==> src/rtl/divider_controller.sv <==
// divider_controller: sequencing FSM for the restoring-division datapath.
// Drives ctrlWord through LOAD, then nBit SHIFT/SUB pairs, then a DONE pulse.
// Ports: clk, rst (sync, active-high), start, msbSub, msbCtr, bZero in;
//        ctrlWord[14:0], busy, done, divErr out.
// Optional feature: define DIV_ZERO_DETECT_EN to send B==0 straight to DONE
// with a divErr pulse; otherwise bZero is ignored and divErr is always 0.
module divider_controller #(
   parameter int nBit = 8
) (
   input  logic        clk,
   input  logic        rst,
   input  logic        start,
   input  logic        msbSub,
   input  logic        msbCtr,
   input  logic        bZero,
   output logic [14:0] ctrlWord,
   output logic        busy,
   output logic        done,
   output logic        divErr
);

   typedef enum logic [2:0] {
      IDLE  = 3'd0,
      LOAD  = 3'd1,
      SHIFT = 3'd2,
      SUB   = 3'd3,
      DONE  = 3'd4
   } state_t;

   // Control words per state (bit map: A 0-2, B 3-4, R 5-7, Q 8-11, Ctr 12-14)
   localparam logic [14:0] CW_LOAD  = 15'h1134; // A ld, B ld, R/Q/Ctr clr
   localparam logic [14:0] CW_SHIFT = 15'h2042; // A sl, R sl, Ctr sl
   localparam logic [14:0] CW_SUB   = 15'h0200; // Q sl
   localparam logic [14:0] CW_KEEP  = 15'h0880; // R load, Q shiftIn

   state_t      state;
   state_t      state_d;
   logic [14:0] ctrl_q;
   logic [14:0] ctrl_d;
   logic        busy_d;
   logic        done_d;
   logic        err_d;
   logic        err_q;
   logic        zero_req;
   logic        unused_ok;

`ifdef DIV_ZERO_DETECT_EN
   assign zero_req  = bZero;
   assign unused_ok = ^{1'b0, 32'(nBit)};
`else
   assign zero_req  = 1'b0;
   assign unused_ok = ^{bZero, 32'(nBit)};
`endif

   // State register and registered outputs
   always_ff @(posedge clk) begin
      if (rst) begin
         state  <= IDLE;
         ctrl_q <= '0;
         busy   <= 1'b0;
         done   <= 1'b0;
         err_q  <= 1'b0;
      end else begin
         state  <= state_d;
         ctrl_q <= ctrl_d;
         busy   <= busy_d;
         done   <= done_d;
         err_q  <= err_d;
      end
   end

   // Next-state logic
   always_comb begin
      state_d = IDLE;
      case (state)
         IDLE: begin
            if (start)
               state_d = zero_req ? DONE : LOAD;
            else
               state_d = IDLE;
         end
         LOAD:    state_d = SHIFT;
         SHIFT:   state_d = SUB;
         SUB:     state_d = msbCtr ? DONE : SHIFT;
         DONE:    state_d = IDLE;
         default: state_d = IDLE;
      endcase
   end

   // Output decode from the next state, so outputs are registered with it
   always_comb begin
      ctrl_d = '0;
      busy_d = 1'b1;
      done_d = 1'b0;
      err_d  = 1'b0;
      case (state_d)
         LOAD:  ctrl_d = CW_LOAD;
         SHIFT: ctrl_d = CW_SHIFT;
         SUB:   ctrl_d = CW_SUB;
         DONE: begin
            done_d = 1'b1;
            err_d  = zero_req && (state == IDLE);
         end
         default: busy_d = 1'b0;
      endcase
   end

   // The subtract/restore choice depends on R-B after the SHIFT edge, which
   // only exists during SUB itself, so those two bits follow msbSub directly.
   assign ctrlWord = ctrl_q |
                     (((state == SUB) && !msbSub) ? CW_KEEP : 15'h0000);
   assign divErr   = err_q;

endmodule

==> config.mk <==
export PLATFORM = sky130hd
export DESIGN_NAME = divider_controller
export DESIGN_NICKNAME = d
export VERILOG_FILES = /design/src/rtl/divider_controller.sv
export SDC_FILE = /design/constraint.sdc
export NUM_CORES = 1
export LEC_CHECK = 0
export BUFFER_PORTS_ARGS = -buffer_cell sky130_fd_sc_hd__buf_2
export CAP_MARGIN = 15
export CORE_AREA = 10 10 47 49
export CTS_BUF_LIST = sky130_fd_sc_hd__clkbuf_4 sky130_fd_sc_hd__clkbuf_8
export DETAILED_ROUTE_END_ITERATION = 6
export DIE_AREA = 0 0 57 59
export GPL_TIMING_DRIVEN = 0
export PLACE_DENSITY_LB_ADDON = 0.1
export SLEW_MARGIN = 0
export SYNTH_ARGS = -nofsm -noshare
export SYNTH_HDL_FRONTEND = slang
export SYNTH_SLANG_ARGS = --single-unit
==> constraint.sdc <==
create_clock -name clk -period 0.8 [get_ports clk]
set_input_delay 0.04 -clock clk [delete_from_list [all_inputs] [get_ports clk]]
set_output_delay 0.04 -clock clk [all_outputs]
set_load 0.005 [all_outputs]
; After elaboration in Yosys (flattened, before gate mapping)
; Cells that the tools add are included.
[op_classes]
n_eq_ne = 7
mux = 7
n_bitwise = 1
reduce_logical = 4
[op_table]
columns = op, count
row1 = 14-bit case mux with 3 select lines, 1
row2 = 15-bit by 12-bit OR with 15-bit output, 1
row3 = "3-bit by 2-bit == test with 1-bit output, second input constant", 4
row4 = 12-bit two-way mux, 1
row5 = 3-bit case mux with 4 select lines, 1
row6 = "3-bit by 1-bit == test with 1-bit output, second input constant", 2
row7 = 4-bit OR reduction, 1
row8 = "3-bit == test, second input constant", 1
row9 = 3-bit zero test, 1
row10 = 1-bit two-way mux, 3
row11 = 3-bit two-way mux, 1
row12 = 1-bit logical AND, 1
row13 = 1-bit zero test, 1
[totals]
ff_bits = 20
inputBits = 6
out_inout_bits = 18
word_cells = 23

; Depth between registers and ports, before layout
; Gate-level depths: netlist of run 1.
[logic_depth]
word_depth = 5
mapped_depth = 4
ltp_nobuf = 2

; Worst setup path after synthesis of run 1
; Ideal clock, no wire load.
[synth_path]
path_kind = register -> output
from = register state[0]
to = output ctrlWord[11]
t_arrival_ns = 0.874
required_ns = 0.760
slack_ns = -0.114
path_stages_with_launch = 5
n_path_buf = 2
path_cell_list = dfxtp_1 > buf_2 > nand2_1 > nor3_1 > buf_4
[synth_via]
elab_chain_len = 4
[synth_rtl]
columns = item, line_no
row1 = from (decl), 36  ; state_t state;
row2 = from (signal assigned), 64  ; state <= state_d;
row3 = 3-bit by 2-bit == test with 1-bit output, 111  ; (((state == SUB) && !msbSub) ? CW_KEEP : 15'h0000);
row4 = 1-bit logical AND, 111
row5 = 12-bit two-way mux, 111
row6 = 15-bit by 12-bit OR with 15-bit output, 110  ; assign ctrlWord = ctrl_q |
row7 = to (decl), 16  ; output logic [14:0] ctrlWord,
; Every way passes these cells.

; Worst setup path in the final report of run 1
[layout_path]
from = register state[2]
to = output ctrlWord[11]
; Same word-level chain as after synthesis.

==> results of run 1 <==
==> path summary, 6_finish.rpt <==
kind,slack (ns),end
worst min register to register,0.50,state[1]
worst min-delay path,0.03,busy
worst max-delay path,-0.27,ctrlWord[11]
worst max register to register,-0.10,busy
==> cells by family (layout without fill, tap and decap cells) <==
logic type / after synthesis / in the layout / synth area share [%]
other: 1 / 5 / 1.03
DFF: 8 / 8 / 44.0
buffers and inverters: 13 / 34 / 26.1
and+or+nand+nor: 14 / 14 / 26.5
AOI/OAI and AO/OA: 1 / 1 / 2.41
==> final cells by class <==
type / count / area (sq um) / share of cell area (%)
multi-input cells: 20 / 170 / 26.2
flip-flops and latches: 8 / 174 / 26.8
well taps: 16 / 20.0 / 3.08
repair buffers: 19 / 150 / 23.1
plain buffers: 12 / 113 / 17.3
clock buffers: 3 / 22.5 / 3.47
==> stage by stage <==
| step | power, mW | utilization [%] | instances | setup WS, ns | setup TNS [ns] |
|---|---|---|---|---|---|
| detailed placement | 0.614 | 35.7 | 74 | -0.103 | -0.249 |
| floorplan | 0.552 | - | 41 | -0.0215 | -0.0215 |
| global route | 1.03 | 46.3 | 78 | -0.315 | -1.51 |
| global placement | 0.614 | 35.7 | 74 | -0.101 | -0.301 |
| CTS | 0.982 | 44.9 | 79 | -0.284 | -1.71 |
| finish | 0.976 | 46.3 | 78 | -0.266 | -1.02 |
==> state kept, by name, indices dropped and copies added, names as in the netlist <==
register and flops:
state 3, busy 1, done 1, ctrl_q 3
==> routing by layer <==
metal | routed length [um] | GRT usage, % | up-vias
li1 | - | - | 160
met3 | 143 | 6.01 | 0
met4 | 0 | 2.01 | 0
met5 | 0 | 0 | -
met1 | 332 | 5.08 | 134
met2 | 406 | 8.37 | 18
==> timing repair <==
action	in CTS	in global routing
setup buffers	2	0
resized for setup	21	6
pin swaps	3	5
endpoints found under the setup margin	16	17
==> power breakdown <==
group          switching (mW)  internal [mW]  total [mW]
clock                   0.126          0.171       0.296
combinational          0.0902          0.148       0.238
sequential             0.0201          0.421       0.441
==> placed cells by master (no fill, tap or decap) <==
cell type / instances
and3_1: 2
and3_4: 1
and4_1: 2
buf_2: 9
buf_4: 8
buf_6: 14
clkbuf_4: 3
conb_1: 5
dfxtp_1: 3
dfxtp_2: 2
dfxtp_4: 3
nand2_1: 1
nand2_2: 1
nor2_1: 1
nor2_4: 2
nor3_4: 1
nor4_2: 1
nor4_4: 1
nor4b_2: 1
o31a_1: 1
==> worst max-delay path, delay by kind of cell (launching register included) <==
family	cells	cell delay, ns
buffers and inverters	2	0.21
AND/OR/NAND/NOR	1	0.19
flip-flops	1	0.38
==> run summary, run 1 <==
ANT nets after route = 0
f_max = 938 MHz
Die Ht = 59 um
CTS Hold Bufs = 0
sequential share of the synthesized area = 44.0%
Main synth FF type = dfxtp_1
Yosys top cell by area = dfxtp_1
Antenna diodes = 0
register bit count reported by yosys = 8
Synth Instances = 37
vias in the first global route = 320
Post-synth EDFFs = 0
Placer Congestion = 0.730
Port Buffers = 17
number of remaining DRC errors = 0
Netlist Area Pre-Place = 364 sq um
core area = 1400 sq um
nets@finish = 70
DRT iter0 DRCs = 0
DR vias = 312
Clock Sinks = 8
Crit Path Max Fanout = 5
top cells by area, synth = dfxtp_1, buf_4, and3_1
Hold Path Stages = 2
Setup WS post-layout = -0.266 ns
status = finished, violations left
most common cell in the netlist = buf_4
final hold vios = 0
fin. max-slew vios = 0
DRT Pass-1 Iters = 1
pwr dens = 1500 nW/um^2
Max-Cap Viols = 0
crit path DAT = 1.03 ns
Synth async-reset ratio = 0%
share of cells above drive strength 1 = 75.8%
Die W = 57 um
WL/cell = 11.3 um
required time of the critical path = 0.76 ns
CTS max path bufs = 2
Design Area, Final = 649 sq um
Synth cell types = 14
Avg Cell Area, Syn = 9.84 sq um
final period utilization = 133%
H-tree Lvls = 1
critical path startpoint category = register
synth-to-layout area growth = 78.4%
CP Capture Type = primary output
Initial Utilization = 26.0%
placement row count = 14
vias per cell = 4.00
setup violators final = 13
Placed Area = 500 sq um
antenna violations before repair = 0
total gr overflow = 0
Slowest cell on crit path = dfxtp_4
unrepaired setup endpoints after global routing = yes
clk slew on worst S/H paths = 0.05 ns
cell breakdown of the critical path = nor3_4, buf_4, buf_6
Synth top cells by count = buf_4, dfxtp_1, and3_1
worst reg2reg path depth = 2
total wire length = 881 um
Die ar. = 3360 sq um
GRT Overall Usage = 5.65%
Crit. Startpoint = state[2]
clk_skew = 0.000672 ns
Hold Crit Start = start
largest net degree at the start of global routing = 9
critical path class = reg2out
Root Buffer = clkbuf_4
Period minus WS final = 1.07 ns
P_leak = 0.313 nW
Synth top area share = 44.0%
crit-path max cell delay = 0.38 ns
Hold Path Class = in2reg
CTS Buf Count = 3
worst skew pair latency = 0.25 ns
# fillers = 139
Synthesis Warnings = 0
r2r startpoint = state[1]
Worst VDD drop = 0.929 mV
CTS tree = done
Min Hold Slack = 0.0347 ns
first-pass GRT wire length = 1470 um
failing checks = setup timing
I/O Pins = 24
Power figures use the tool's default switching activity.
==> run 2: changes to the inputs <==
- CORE_AREA: 10 10 47 49 -> 2 2 39 41
- DIE_AREA: 0 0 57 59 -> 0 0 41 43
- HOLD_SLACK_MARGIN: not set -> 0.05
==> run summary, run 2 (same netlist as run 1, synthesis figures left out) <==
status = finished, violations left
failing checks = setup timing
CTS tree = done
synth-to-layout area growth = 73.5%
CTS Hold Bufs = 1 (+1)
Design Area, Final = 632 sq um (-2.7%)
Setup WS post-layout = -0.279 ns (-0.0129 ns)
pre-CTS setup slack = -0.102 ns (+0.00124 ns)
vias in the first global route = 276 (-14%)
I/O Pins = 24 (unchanged)
final period utilization = 135% (+1.6 points)
Clock Sinks = 8 (unchanged)
total gr overflow = 0 (unchanged)
DRT Pass-1 Iters = 3 (+2)
Max-Cap Viols = 0 (unchanged)
share of cells above drive strength 1 = 73.0% (-2.8 points)
Crit Path Max Fanout = 2 (-3)
nets@finish = 71 (+1.4%)
WL/cell = 9.59 um (-15%)
DR vias = 308 (-1.3%)
clk_skew = 0.00176 ns (+0.00109 ns)
Hold Path Class = in2reg
unrepaired setup endpoints after global routing = yes
setup violators final = 15 (+2)
ANT nets after route = 0 (unchanged)
Antenna diodes = 0 (unchanged)
core area = 1380 sq um (-1.2%)
first-pass GRT wire length = 1090 um (-26%)
crit path DAT = 1.04 ns (about the same)
fin. max-slew vios = 0 (unchanged)
worst skew pair latency = 0.25 ns (about the same)
CP Capture Type = primary output
Die Ht = 43 um (-27%)
number of remaining DRC errors = 0 (unchanged)
most frequent cells in the layout = buf_6, buf_2, buf_4, conb_1
Placed Area = 500 sq um (unchanged)
clk slew on worst S/H paths = 0.06 ns (about the same)
Root Buffer = clkbuf_4
Placer Congestion = 0.719 (-1.5%)
fin util = 45.7% (-0.68 points)
H-tree Lvls = 1 (unchanged)
pwr dens = 1550 nW/um^2 (+3.0%)
GRT Overall Usage = 9.64% (+4.0 points)
critical path class = reg2out
P_leak = 0.317 nW (+1.2%)
Die W = 41 um (-28%)
required time of the critical path = 0.76 ns (about the same)
largest net degree at the start of global routing = 10 (+1)
Initial Utilization = 26.3% (+0.33 points)
antenna violations before repair = 0 (unchanged)
HPWL Detailed = 473 um
critical path startpoint category = register
Port Buffers = 17 (unchanged)
total power after layout = 0.978 mW (+0.21%)
Worst VDD drop = 0.440 mV (-53%)
top flop regs = ctrl_q x3, state x3
CTS max path bufs = 2 (unchanged)
CTS Buf Count = 3 (unchanged)
total wire length = 758 um (-14%)
Min Hold Slack = 0.0327 ns (-0.00202 ns)
Period minus WS final = 1.08 ns (+0.0129 ns)
placement row count = 14 (unchanged)
Die ar. = 1760 sq um (-48%)
vias per cell = 3.90 (-2.5%)
f_max = 927 MHz (-1.2%)
DRT iter0 DRCs = 4 (+4)
most common cell after layout, fill and taps aside = buf_6
final hold vios = 0 (unchanged)
## run 2: changes by cell type in the layout (fill, tap and decap cells not counted)
cell / delta
and3_4: -1
and3_1: +1
dlygate4sd3_1: +1
dfxtp_4: -1
nor2_4: -1
nor4_4: -1
nor2_2: +1
nor3_2: +1
nor4_2: +1
dfxtp_2: +1
nor3_4: -1
## run 2: what timing repair did
action / 4_1_cts / 5_1_grt
pin swaps: 4 / 2
endpoints found under the hold margin: 5 / 3
cloned: 0 / 0
setup buffers: 2 / 1
gates resized for setup: 20 / 3
setup endpoints to repair: 16 / 17
## run 2: final cells by class
| class | instances | area, sq um |
|---|---|---|
| repair buffers | 20 | 160 |
| clock buffers | 3 | 22.5 |
| plain buffers | 12 | 113 |
| fillers | 140 | 752 |
| multi-input cells | 20 | 145 |
| flip-flops and latches | 8 | 171 |
| well taps | 16 | 20.0 |
## run 2: through the flow
step                      cells  setup TNS, ns
final                        79          -1.16
after detailed placement     74         -0.304
after global routing         79          -1.69
after floorplan              41        -0.0215
after CTS                    80          -2.15
after global placement       74         -0.387
## run 2: where the power goes
part / leakage [nW] / internal (mW) / switching (mW)
clock network: 0.0138 / 0.172 / 0.135
registers: 0.0682 / 0.424 / 0.0220
logic: 0.235 / 0.145 / 0.0809
## run 2: final timing paths
| check | start | to | slack [ns] | cells after the start |
|---|---|---|---|---|
| max | state[0] | ctrlWord[11] | -0.28 | 4 |
| min | rst | state[1] | 0.03 | 2 |
| max reg2reg | state[1] | state[0] | -0.11 | 3 |
| min reg2reg | state[2] | state[1] | 0.50 | 1 |
## run 2: worst max-delay path, cell delays in order, from the launching register on
cell and delay, ns:
dfxtp_2 0.35, nand2_2 0.06, nor3_2 0.17, buf_4 0.14, buf_6 0.08
## run 2: layer usage
metal  vias up  GRT usage, %  share of wire (%)
met5         -             0                  0
met4         0          6.00                  0
met3         0          4.71                6.9
met2        12          13.8                 47
met1       135          10.9                 46
li1        161             -                  -
==> run 3: changes to the inputs <==
- GPL_TIMING_DRIVEN: 0 -> not set
==> run summary, run 3 (same netlist as run 1, synthesis figures left out) <==
status = finished, violations left
failing checks = setup timing
final hold vios = 0 (unchanged)
last element of the critical path = ctrlWord[11]
Antenna diodes = 0 (unchanged)
Design Area, Final = 507 sq um (-20%)
clk slew on worst S/H paths = 0.05 ns (about the same)
vias in the first global route = 232 (-16%)
nets@finish = 61 (-14%)
Slowest cell on crit path = dfxtp_4
placement row count = 14 (unchanged)
Crit. Startpoint = state[2]
synth-to-layout area growth = 39.2%
pre-CTS setup slack = -0.0344 ns (+0.0673 ns)
most common cell after layout, fill and taps aside = buf_2
f_max = 1060 MHz (+15%)
critical path startpoint category = register
WL/cell = 10.2 um (+6.3%)
top flop regs = ctrl_q x3, state x3
Hold Path Class = in2reg
total gr overflow = 0 (unchanged)
Max-Cap Viols = 0 (unchanged)
number of remaining DRC errors = 0 (unchanged)
Worst VDD drop = 1.15 mV (+160%)
CTS max path bufs = 2 (unchanged)
critical path class = reg2out
Die Ht = 43 um (unchanged)
worst skew pair latency = 0.25 ns (about the same)
RR Endpoint = ctrl_q[9]
largest net degree at the start of global routing = 9 (-1)
antenna violations before repair = 0 (unchanged)
vias per cell = 4.22 (+8.2%)
most frequent cells in the layout = buf_2, conb_1
ANT nets after route = 0 (unchanged)
Placed Area = 407 sq um (-19%)
P_leak = 0.257 nW (-19%)
unrepaired setup endpoints after global routing = yes
cell breakdown of the critical path = nor3_2, buf_2
pwr dens = 1760 nW/um^2 (+14%)
H-tree Lvls = 1 (unchanged)
Buf+Inv Stages, Crit Path = 1 (-1)
Min Hold Slack = 0.0676 ns (+0.0349 ns)
Initial Utilization = 26.3% (unchanged)
CTS Hold Bufs = 1 (unchanged)
core area = 1380 sq um (unchanged)
Period minus WS final = 0.940 ns (-0.139 ns)
I/O Pins = 24 (unchanged)
Clock Sinks = 8 (unchanged)
worst reg2reg path depth = 3 (unchanged)
Setup WS post-layout = -0.140 ns (+0.139 ns)
clk_skew = 0.00239 ns (+0.000627 ns)
GRT Overall Usage = 9.26% (-0.37 points)
Port Buffers = 17 (unchanged)
CP Capture Type = primary output
r2r startpoint = state[2]
CP Depth = 2 (-2)
Placer Congestion = 0.689 (-4.1%)
required time of the critical path = 0.76 ns (about the same)
setup violators final = 10 (-5)
crit-path max cell delay = 0.34 ns (about the same)
reg2reg setup slack = -0.13 ns (-0.02 ns)
DR vias = 291 (-5.5%)
Die ar. = 1760 sq um (unchanged)
family with the most delay on the worst path = flip-flops
Crit Path Max Fanout = 2 (unchanged)
Root Buffer = clkbuf_4
Die W = 41 um (unchanged)
CTS tree = done
crit path DAT = 0.90 ns (-0.14 ns)
CTS Buf Count = 3 (unchanged)
DRT iter0 DRCs = 2 (-2)
DRT Pass-1 Iters = 2 (-1)
share of cells above drive strength 1 = 69.8% (-3.2 points)
fin. max-slew vios = 0 (unchanged)
total wire length = 704 um (-7.1%)
first-pass GRT wire length = 1010 um (-7.0%)
final period utilization = 117% (-17 points)
run 3: worst min path at each step:
stage / start / to / cells past startpoint
6_report: rst / state[0] / 2
5_1_grt: rst / state[0] / 2
4_1_cts: rst / state[1] / 2
3_5_place_dp: rst / state[1] / 2
3_3_place_gp: rst / state[1] / 2
2_1_floorplan: msbSub / ctrlWord[7] / 1
run 3: worst register-to-register path, delay by kind of cell, from the launching register on:
| family | cells | cell delay (ns) |
|---|---|---|
| flip-flops | 1 | 0.34 |
| AND/OR/NAND/NOR | 1 | 0.22 |
| buffers and inverters | 2 | 0.29 |
run 3: area by class of cell:
type                       count  area, sq um
timing repair buffer          22          129
multi-input combinational     20          161
tap                           16         20.0
clock buffer                   3         22.5
fill                         155          877
sequential                     8          174
run 3: report_power, final:
group | leakage (nW) | internal [mW] | total, mW | switching [mW]
combinational | 0.175 | 0.0779 | 0.156 | 0.0785
clock | 0.0138 | 0.171 | 0.300 | 0.129
sequential | 0.0685 | 0.421 | 0.435 | 0.0145
run 3: repair_timing:
action / 4_1_cts / 5_1_grt
setup buffers: 3 / 0
pin swaps: 5 / 1
setup endpoints to repair: 7 / 18
resized for setup: 8 / 5
endpoints found under the hold margin: 4 / 1
run 3: stage by stage:
step	TNS, ns	util [%]	cells	power (mW)
6_report	-0.783	36.6	69	0.892
5_1_grt	-1.19	36.6	69	0.950
4_1_cts	-0.775	35.2	69	0.891
3_5_place_dp	-0.0913	29.4	62	0.556
3_3_place_gp	-0.0933	29.4	62	0.557
2_1_floorplan	-0.0215	-	41	0.552
run 3: routing by layer:
metal / global-route usage [%] / wire length, um / part of all wire (%)
met2: 12.5 / 335 / 48
met5: 0 / 0 / 0
met4: 2.00 / 0 / 0
met3: 9.42 / 91 / 13
met1: 10.1 / 277 / 39
